===== src/rtl/zpu_io_pkg.sv =====
// Shared constants and types for the ZPU memory/IO bridge.
// IO register offsets are keyed on mem_addr[3:2] inside the IO window.
package zpu_io_pkg;

  localparam logic [1:0] IO_LED         = 2'd0;
  localparam logic [1:0] IO_UART_DATA   = 2'd1;
  localparam logic [1:0] IO_UART_STATUS = 2'd2;

  localparam int STAT_FIFO_FULL  = 0;
  localparam int STAT_FIFO_EMPTY = 1;
  localparam int STAT_TX_BUSY    = 2;

  typedef enum logic [1:0] {
    ST_IDLE     = 2'd0,
    ST_RAM_WAIT = 2'd1,
    ST_IO_WAIT  = 2'd2,
    ST_DONE     = 2'd3
  } bridge_state_e;

  function automatic logic [31:0] status_word(input logic full, input logic empty,
                                              input logic busy);
    logic [31:0] w;
    w                  = '0;
    w[STAT_FIFO_FULL]  = full;
    w[STAT_FIFO_EMPTY] = empty;
    w[STAT_TX_BUSY]    = busy;
    return w;
  endfunction

endpackage


===== src/rtl/zpu_io_bridge_uart_tx.sv =====
// Buffered 8N1 transmitter: a small byte FIFO feeding a start/data/stop shifter.
// The next frame is loaded in the stop bit's last clock so queued bytes go out gap-free.
module zpu_uart_tx #(
  parameter int CLKS_PER_BIT = 104,
  parameter int FIFO_DEPTH   = 4
) (
  input  logic       clk,
  input  logic       reset,
  input  logic       push_i,
  input  logic [7:0] data_i,
  output logic       full_o,
  output logic       empty_o,
  output logic       busy_o,
  output logic       tx_o
);
  import zpu_io_pkg::*;

  localparam int IDX_W  = $clog2(FIFO_DEPTH);
  localparam int PTR_W  = IDX_W + 1;
  localparam int BAUD_W = (CLKS_PER_BIT > 1) ? $clog2(CLKS_PER_BIT) : 1;
  localparam logic [BAUD_W-1:0] BAUD_LAST = BAUD_W'(CLKS_PER_BIT - 1);
  localparam logic [3:0]        BIT_LAST  = 4'd9;

  logic [7:0]        fifo_q [FIFO_DEPTH];
  logic [PTR_W-1:0]  wr_ptr_q, wr_ptr_d, rd_ptr_q, rd_ptr_d;
  logic [9:0]        shift_q, shift_d;
  logic [3:0]        bit_cnt_q, bit_cnt_d;
  logic [BAUD_W-1:0] baud_q, baud_d;
  logic              busy_q, busy_d;
  logic              full, empty, frame_end, pop, push_ok;

  assign empty     = (wr_ptr_q == rd_ptr_q);
  assign full      = (wr_ptr_q[PTR_W-1] != rd_ptr_q[PTR_W-1]) &&
                     (wr_ptr_q[IDX_W-1:0] == rd_ptr_q[IDX_W-1:0]);
  assign frame_end = busy_q && (baud_q == BAUD_LAST) && (bit_cnt_q == BIT_LAST);
  assign pop       = !empty && (!busy_q || frame_end);
  // A pop in the same cycle frees a slot, so a push into a full FIFO still lands.
  assign push_ok   = push_i && (!full || pop);

  always_comb begin
    wr_ptr_d  = wr_ptr_q;
    rd_ptr_d  = rd_ptr_q;
    shift_d   = shift_q;
    bit_cnt_d = bit_cnt_q;
    baud_d    = baud_q;
    busy_d    = busy_q;
    if (push_ok) wr_ptr_d = wr_ptr_q + PTR_W'(1);
    if (pop) begin
      rd_ptr_d  = rd_ptr_q + PTR_W'(1);
      shift_d   = {1'b1, fifo_q[rd_ptr_q[IDX_W-1:0]], 1'b0};
      bit_cnt_d = 4'd0;
      baud_d    = '0;
      busy_d    = 1'b1;
    end else if (busy_q) begin
      if (baud_q == BAUD_LAST) begin
        baud_d = '0;
        if (bit_cnt_q == BIT_LAST) begin
          busy_d = 1'b0;
        end else begin
          bit_cnt_d = bit_cnt_q + 4'd1;
          shift_d   = {1'b1, shift_q[9:1]};
        end
      end else begin
        baud_d = baud_q + BAUD_W'(1);
      end
    end
  end

  always_ff @(posedge clk) begin
    if (reset) begin
      wr_ptr_q  <= '0;
      rd_ptr_q  <= '0;
      shift_q   <= '1;
      bit_cnt_q <= 4'd0;
      baud_q    <= '0;
      busy_q    <= 1'b0;
    end else begin
      wr_ptr_q  <= wr_ptr_d;
      rd_ptr_q  <= rd_ptr_d;
      shift_q   <= shift_d;
      bit_cnt_q <= bit_cnt_d;
      baud_q    <= baud_d;
      busy_q    <= busy_d;
    end
  end

  always_ff @(posedge clk) begin
    if (push_ok) fifo_q[wr_ptr_q[IDX_W-1:0]] <= data_i;
  end

  assign full_o  = full;
  assign empty_o = empty;
  assign busy_o  = busy_q;
  assign tx_o    = busy_q ? shift_q[0] : 1'b1;

endmodule


===== src/rtl/zpu_io_bridge.sv =====
// Bridge between the ZPU data port, the 1-cycle internal RAM, an LED register
// and a buffered UART transmitter. Handshake: the core holds mem_read/mem_write
// with a stable address until a single-cycle mem_done; the request must drop
// before another access is accepted.
module zpu_io_bridge #(
  parameter int ADDR_WIDTH     = 16,
  parameter int RAM_ADDR_WIDTH = 10,
  parameter int CLKS_PER_BIT   = 104,
  parameter int FIFO_DEPTH     = 4
) (
  input  logic                      clk,
  input  logic                      reset,
  input  logic                      mem_read,
  input  logic                      mem_write,
  input  logic [ADDR_WIDTH-1:0]     mem_addr,
  input  logic [31:0]               mem_data_write,
  output logic [31:0]               mem_data_read,
  output logic                      mem_done,
  output logic [RAM_ADDR_WIDTH-1:0] ram_addr,
  output logic                      ram_write_en,
  output logic [31:0]               ram_din,
  input  logic [31:0]               ram_dout,
  output logic [4:0]                leds,
  output logic                      uart_tx,
  output logic [1:0]                dbg_state_o
);
  import zpu_io_pkg::*;

  bridge_state_e state_q, state_d;
  logic [31:0]   rdata_q, rdata_d;
  logic [4:0]    leds_q, leds_d;
  logic          hold_q, hold_d;
  logic          req, is_wr, is_io;
  logic [1:0]    io_sel;
  logic          uart_push, uart_full, uart_empty, uart_busy;
  logic          unused_addr_bits;

  assign req              = mem_read | mem_write;
  assign is_wr            = mem_write;
  assign is_io            = mem_addr[ADDR_WIDTH-1];
  assign io_sel           = mem_addr[3:2];
  assign unused_addr_bits = ^mem_addr;

  always_comb begin
    state_d      = state_q;
    rdata_d      = rdata_q;
    leds_d       = leds_q;
    hold_d       = req ? hold_q : 1'b0;
    uart_push    = 1'b0;
    ram_write_en = 1'b0;
    mem_done     = 1'b0;
    unique case (state_q)
      ST_IDLE: begin
        // hold_q blocks a request still held over from the previous access.
        if (req && !hold_q) state_d = is_io ? ST_IO_WAIT : ST_RAM_WAIT;
      end
      ST_RAM_WAIT: begin
        ram_write_en = is_wr;
        if (!is_wr) rdata_d = ram_dout;
        state_d = ST_DONE;
      end
      ST_IO_WAIT: begin
        state_d = ST_DONE;
        if (is_wr) begin
          case (io_sel)
            IO_LED: leds_d = mem_data_write[4:0];
            IO_UART_DATA: begin
              if (uart_full) state_d = ST_IO_WAIT;
              else           uart_push = 1'b1;
            end
            default: ;
          endcase
        end else begin
          case (io_sel)
            IO_LED:         rdata_d = {27'd0, leds_q};
            IO_UART_STATUS: rdata_d = status_word(uart_full, uart_empty, uart_busy);
            default:        rdata_d = '0;
          endcase
        end
      end
      ST_DONE: begin
        mem_done = 1'b1;
        hold_d   = req;
        state_d  = ST_IDLE;
      end
      default: state_d = ST_IDLE;
    endcase
  end

  always_ff @(posedge clk) begin
    if (reset) begin
      state_q <= ST_IDLE;
      rdata_q <= '0;
      leds_q  <= '0;
      hold_q  <= 1'b0;
    end else begin
      state_q <= state_d;
      rdata_q <= rdata_d;
      leds_q  <= leds_d;
      hold_q  <= hold_d;
    end
  end

  zpu_uart_tx #(
    .CLKS_PER_BIT(CLKS_PER_BIT),
    .FIFO_DEPTH  (FIFO_DEPTH)
  ) u_uart_tx (
    .clk    (clk),
    .reset  (reset),
    .push_i (uart_push),
    .data_i (mem_data_write[7:0]),
    .full_o (uart_full),
    .empty_o(uart_empty),
    .busy_o (uart_busy),
    .tx_o   (uart_tx)
  );

  assign mem_data_read = rdata_q;
  assign ram_addr      = mem_addr[RAM_ADDR_WIDTH-1:0];
  assign ram_din       = mem_data_write;
  assign leds          = leds_q;
  assign dbg_state_o   = state_q;

endmodule

===== config.mk =====
export PLATFORM = sky130hd
export DESIGN_NAME = zpu_io_bridge
export DESIGN_NICKNAME = d
export VERILOG_FILES = /design/src/rtl/zpu_io_pkg.sv /design/src/rtl/zpu_io_bridge_uart_tx.sv /design/src/rtl/zpu_io_bridge.sv
export SDC_FILE = /design/constraint.sdc
export NUM_CORES = 1
export LEC_CHECK = 0
export ABC_CLOCK_PERIOD_IN_PS = 2600
export BUFFER_PORTS_ARGS = -buffer_cell sky130_fd_sc_hd__buf_2
export CAP_MARGIN = 20
export CORE_MARGIN = 2
export CORE_UTILIZATION = 50
export DETAILED_ROUTE_END_ITERATION = 12
export PLACE_DENSITY = 0.81
export SLEW_MARGIN = 20
export SYNTH_ARGS = -nofsm -noshare
export SYNTH_HDL_FRONTEND = slang
export SYNTH_SLANG_ARGS = --single-unit

===== constraint.sdc =====
create_clock -name clk -period 2.6 [get_ports clk]
set_clock_uncertainty 0.1 [all_clocks]
set_input_delay 0.52 -clock clk [delete_from_list [all_inputs] [get_ports clk]]
set_output_delay 0.52 -clock clk [all_outputs]
set_load 0.005 [all_outputs]

* Word level (Yosys, flattened, before mapping) *
Memories as Yosys holds them, arrays and structs flattened. A register that Yosys moved wholly into a read port is not among the register bits.
Index checks and enable logic that the tools add are counted.

storage, ports and cells
  flip-flop bits (word level) = 67
  bits in writable memories = 32
  bits of input ports = 84
  output and inout port bits = 84
  word-level logic and storage cells = 86
  memories kept = 1

cells by class
  $add $sub $neg = 4
  eq/ne operators = 15
  mux-type cells = 32
  bitwise gates (word level) = 2
  reduce and logical (&&, ||, !) cells = 22

memories
  memory            words  bits a word  rd ports  clocked after memory_dff  wr ports  RTL line                     RTL
  u_uart_tx.fifo_q  4      8            1         1                         1         zpu_io_bridge_uart_tx.sv:24  logic [7:0] fifo_q [FIFO_DEPTH];

operators with widths
  cell                                                                      count
  32-bit 2-to-1 mux                                                         2
  32-bit one-hot mux with 2 select lines                                    1
  9-bit 2-to-1 mux                                                          4
  1-bit 2-to-1 mux                                                          18
  3-bit AND reduction                                                       4
  5-bit one-hot mux with 2 select lines                                     1
  2-bit 2-to-1 mux                                                          4
  2-bit one-hot mux with 4 select lines                                     1
  7-bit by 1-bit adder with 7-bit output (second input constant)            1
  7-bit equality test (second input constant)                               1
  7-bit 2-to-1 mux                                                          1
  3-bit by 1-bit adder with 3-bit output (second input constant)            2
  2-bit equality test (second input constant)                               3
  1-bit logical AND                                                         6
  2-bit inequality test (second input constant)                             3
  2-bit nonzero test                                                        3
  4-bit by 1-bit adder with 4-bit output (second input constant)            1
  2-bit by 1-bit equality test with 1-bit output (second input constant)    2
  4-bit equality test (second input constant)                               1
  1-bit zero test                                                           4
  2-bit zero test                                                           2
  2-bit by 1-bit inequality test with 1-bit output (second input constant)  2
  3-bit equality test                                                       1
  2-bit equality test                                                       1
  5 further kinds                                                           6

* Logic depth before layout (Yosys ltp) *
  depth in word-level cells = 9
  depth in mapped cells = 8

* Modules after synthesis *
A second synthesis with hierarchy kept.

second synthesis, totals
  cell total of the unflattened synthesis = 432
  area total of the unflattened synthesis = 4865.9 um2

modules (own cells, without submodules)
  module         times used  cells an instance  area each (um2)  sequential area each (um2)
  zpu_uart_tx    1           198                2583.7           1541.5
  zpu_io_bridge  1           234                2282.2           800.8

* Least setup slack after synthesis *
Ideal clock, no wire load.

  path kind = reg-to-reg
  start point = register state_q[0], in the netlist dbg_state_o[0]
  end point = memory u_uart_tx.fifo_q[3][0], enable pin
  arrival time = 1516 ps
  data required time = 2168 ps
  path slack = 652 ps
  cell stages (with the launch flop) = 7
  clock period less this slack = 1948 ps
  path through = dfxtp_1 inv_1 ha_1 clkbuf_1 nand4b_1 a31oi_2 and2_1

on the way
  longest elaborated chain between the ends = 5

ends and longest elaborated chain
  what                                    RTL line                     RTL
  from (decl)                             zpu_io_bridge.sv:29          bridge_state_e state_q, state_d;
  from (signal assigned)                  zpu_io_bridge.sv:97          state_q <= state_d;
  2-bit equality test                     zpu_io_bridge.sv:52          unique case (state_q)
  1-bit 2-to-1 mux                        zpu_io_bridge.sv:52
  1-bit logical AND                       zpu_io_bridge_uart_tx.sv:38  assign push_ok = push_i && (!full || pop);
  1-bit 2-to-1 mux                        zpu_io_bridge_uart_tx.sv:88  if (push_ok) fifo_q[wr_ptr_q[IDX_W-1:0]] <= data_i;
  1-bit 2-to-1 mux (implied by the code)  zpu_io_bridge_uart_tx.sv:88
  to (decl)                               zpu_io_bridge_uart_tx.sv:24

Every way passes these cells.

* Final worst setup path *
  start point = register state_q[0], in the netlist dbg_state_o[0]
  end point = memory u_uart_tx.fifo_q[3][2], enable pin

Same word-level chain as after synthesis.

==> impl_metrics.csv <==
group,metric,value,unit
worst_setup_path,endpoint_kind,"flip-flop",
synth,synth_seq_cells,101,
place,dp_hpwl,6620,µm
worst_setup_path,critical-path-top-delay-family,"simple AND/OR/NAND/NOR gates",
worst_setup_path,r2r_cells,5,
worst_hold_path,hold_depth,1,
worst_setup_path,cp.depth,5,
synth,avgSynthCellArea,10.4,µm²
floorplanning,core,9150,µm²
sta,relSlewSlack,49.6,%
worst_setup_path,worstPathRequired,2.52,ns
clocking,clk_pin_slew_worst_paths,0.10,ns
layout,diodes,0,
clocking,post_cts_buffers,0,
worst_setup_path,cp_max_fo,8,
drt,via_per_inst,5.47,
worst_hold_path,hp-class,"in2reg",
sta,period_share,81.7,%
drt,drt_iter0_markers,100,
synth,synth_ff_type,"dfxtp_1",
layout,area_growth,9.76,%
floorplanning,row_count,35,
synth,synth_seq_area_share,50.3,%
power_and_ir_drop,p_leak,2.00,nW
floorplanning,pin_count,168,
global_route,grt_pass1_wl,14700,µm
clocking,cts_tree,"built",
clocking,clock_path_buffers,2,
drt,routedWlPerCell,15.3,µm
synth,ys_top_cells_by_area,"dfxtp_1, edfxtp_1, buf_4",
clocking,post_cts_resized,0,
worst_setup_path,cp_cell_sequence,"inv_1 > ha_1 > nand4b_1 > a31oi_2 > and2_1",
global_route,antenna_found_initial,0,
clocking,cts_buffers,9,
worst_setup_path,crit_type,"reg2reg",
place,port_buffers,98,
layout,fillers,764,
layout,final_nets,592,
power_and_ir_drop,vdd_drop_max,0.000518,V
clocking,cts_sinks,101,
synth,syn_inst,446,
synth,synth_top_cells_by_count,"dfxtp_1, nor2_1, buf_4",
global_route,grt_max_degree,40,
synth,synthesis.nets,543,
worst_setup_path,cp_num_buf_inv,1,
floorplanning,die_h,100,µm
sta,max_freq,471,MHz
global_route,grt_pass1_vias,3161,
clocking,clock_latency,0.36,ns
outcome,status,"finished clean",
sta,finalWorstSetupSlack,0.476,ns
power_and_ir_drop,pwr_density_cell,825,nW/µm²
floorplanning,die_x,100,µm
sta,period_minus_slack,2.12,ns
drt,drt_pre_antenna_iters,4,
sta,tightest_slew,0.750,ns
sta,setup_viol,0,
sta,rsz0062_at_grt,"no",
synth,synth_edf_count,32,
drt,vias,3342,
clocking,clockRootBuffer,"clkbuf_8",
synth,synth.largest_area_cell,"dfxtp_1",
global_route,overflow,0,
worst_setup_path,critPathMaxStageDelay,0.47,ns
synth,synth_async_sr_flop_share,0,%
floorplanning,dieArea,10100,µm²
drt,wl,9370,µm
floorplanning,start_util,50.8,%
place,place_congestion,0.746,
sta,hold_violations,0,
global_route,grtUsageTotal,18.6,%
drt,drc,0,
synth,yosysWarnings,0,
worst_setup_path,cp-start-kind,"flip-flop",
sta,finalMaxSlewViolations,0,
synth,synth_top_area_share,29.7,%
drt,postRouteAntennaNets,0,
clocking,htree_levels,3,
worst_setup_path,cpMaxStageDelayCell,"and2_1",
synth,mappedNetlistArea,4650,µm²
synth,post-synth-top-count-cell,"dfxtp_1",
layout,layout-drive-gt1-share,27.6,%
sta,tns,0,ns
clocking,holdBufCountCts,0,
place,dp_worst_setup_slack,0.399,ns
synth,synth_cell_type_count,48,
flow_run,drv_cap,0,
sta,hold_ws,0.277,ns
worst_setup_path,cp.arrival,2.05,ns
routing by layer:
layer	GRT usage, %	vias up	wire length [µm]
li1	-	1642	-
met1	23.4	1568	4020
met2	29.9	97	4470
met3	3.74	35	529
met4	10.4	0	347
met5	0	-	0
area by class of cell:
cell class	count	area, µm²	area share, %
tap	111	139	2.72
multi-input combinational	269	1870	36.6
clock buffer	10	128	2.50
timing repair buffer	105	543	10.6
inverter	9	33.8	0.661
sequential	101	2340	45.9
clock inverter	6	53.8	1.05
where the power goes:
part	internal, mW	switching (mW)
clock	0.366	0.573
sequential	1.81	0.147
combinational	0.553	0.765
total	2.73	1.49
state kept, by name (all words and copies together), names as in the netlist, named ones only:
register             flops
mem_data_read           32
u_uart_tx.fifo_q        32
hold_q                   1
leds                     5
u_uart_tx.shift_q        9
u_uart_tx.rd_ptr_q       3
u_uart_tx.baud_q         7
dbg_state_o              2
u_uart_tx.busy_o         1
u_uart_tx.wr_ptr_q       3
u_uart_tx.bit_cnt_q      4
placed cells by master (no fill, tap or decap), drive strengths merged, types with 8 or more instances in the layout:
cell / Yosys / routed
a21oi: 36 / 36
buf: 47 / 105
clkbuf: 20 / 10
dfxtp: 69 / 69
edfxtp: 32 / 32
ha: 13 / 13
inv: 9 / 12
mux2i: 9 / 9
mux4: 8 / 8
nand3: 11 / 11
nor2: 66 / 66
nor3: 9 / 9
nor3b: 27 / 27
o21ai: 12 / 12
per-stage QoR:
step | std cells | power [mW] | utilization [%] | instance area (µm²)
after global placement | 595 | 3.25 | 53.8 | 4930
after global routing | 611 | 4.48 | 55.8 | 5110
after detailed placement | 595 | 3.30 | 53.8 | 4930
final | 611 | 4.21 | 55.8 | 5110
after floorplan | 446 | 2.96 | - | 4650
after CTS | 611 | 4.23 | 55.8 | 5110
kinds of logic after synthesis:
group	count (synthesis)	share of synthesized area, %
muxes	19	6.29
adders and majority gates	13	3.50
xor gates and xnor gates	12	2.74
DFF	101	50.3
AOI/OAI and AO/OA	78	10.8
buffers and inverters	76	9.76
and+or+nand+nor	147	16.5
worst paths after layout:
kind                                                     start                                to  slack, ns
worst min-delay path                         mem_data_write[5]  u_uart_tx.fifo_q[1][5]$_DFFE_PP_       0.28
worst max-delay path               dbg_state_o[0]$_SDFFE_PP0P_  u_uart_tx.fifo_q[3][2]$_DFFE_PP_       0.48
worst max register to register     dbg_state_o[0]$_SDFFE_PP0P_  u_uart_tx.fifo_q[3][2]$_DFFE_PP_       0.48
worst min register to register  mem_data_read[20]$_SDFFE_PP0P_    mem_data_read[20]$_SDFFE_PP0P_       0.39
Note: power is estimated with default switching activity, not from simulation.
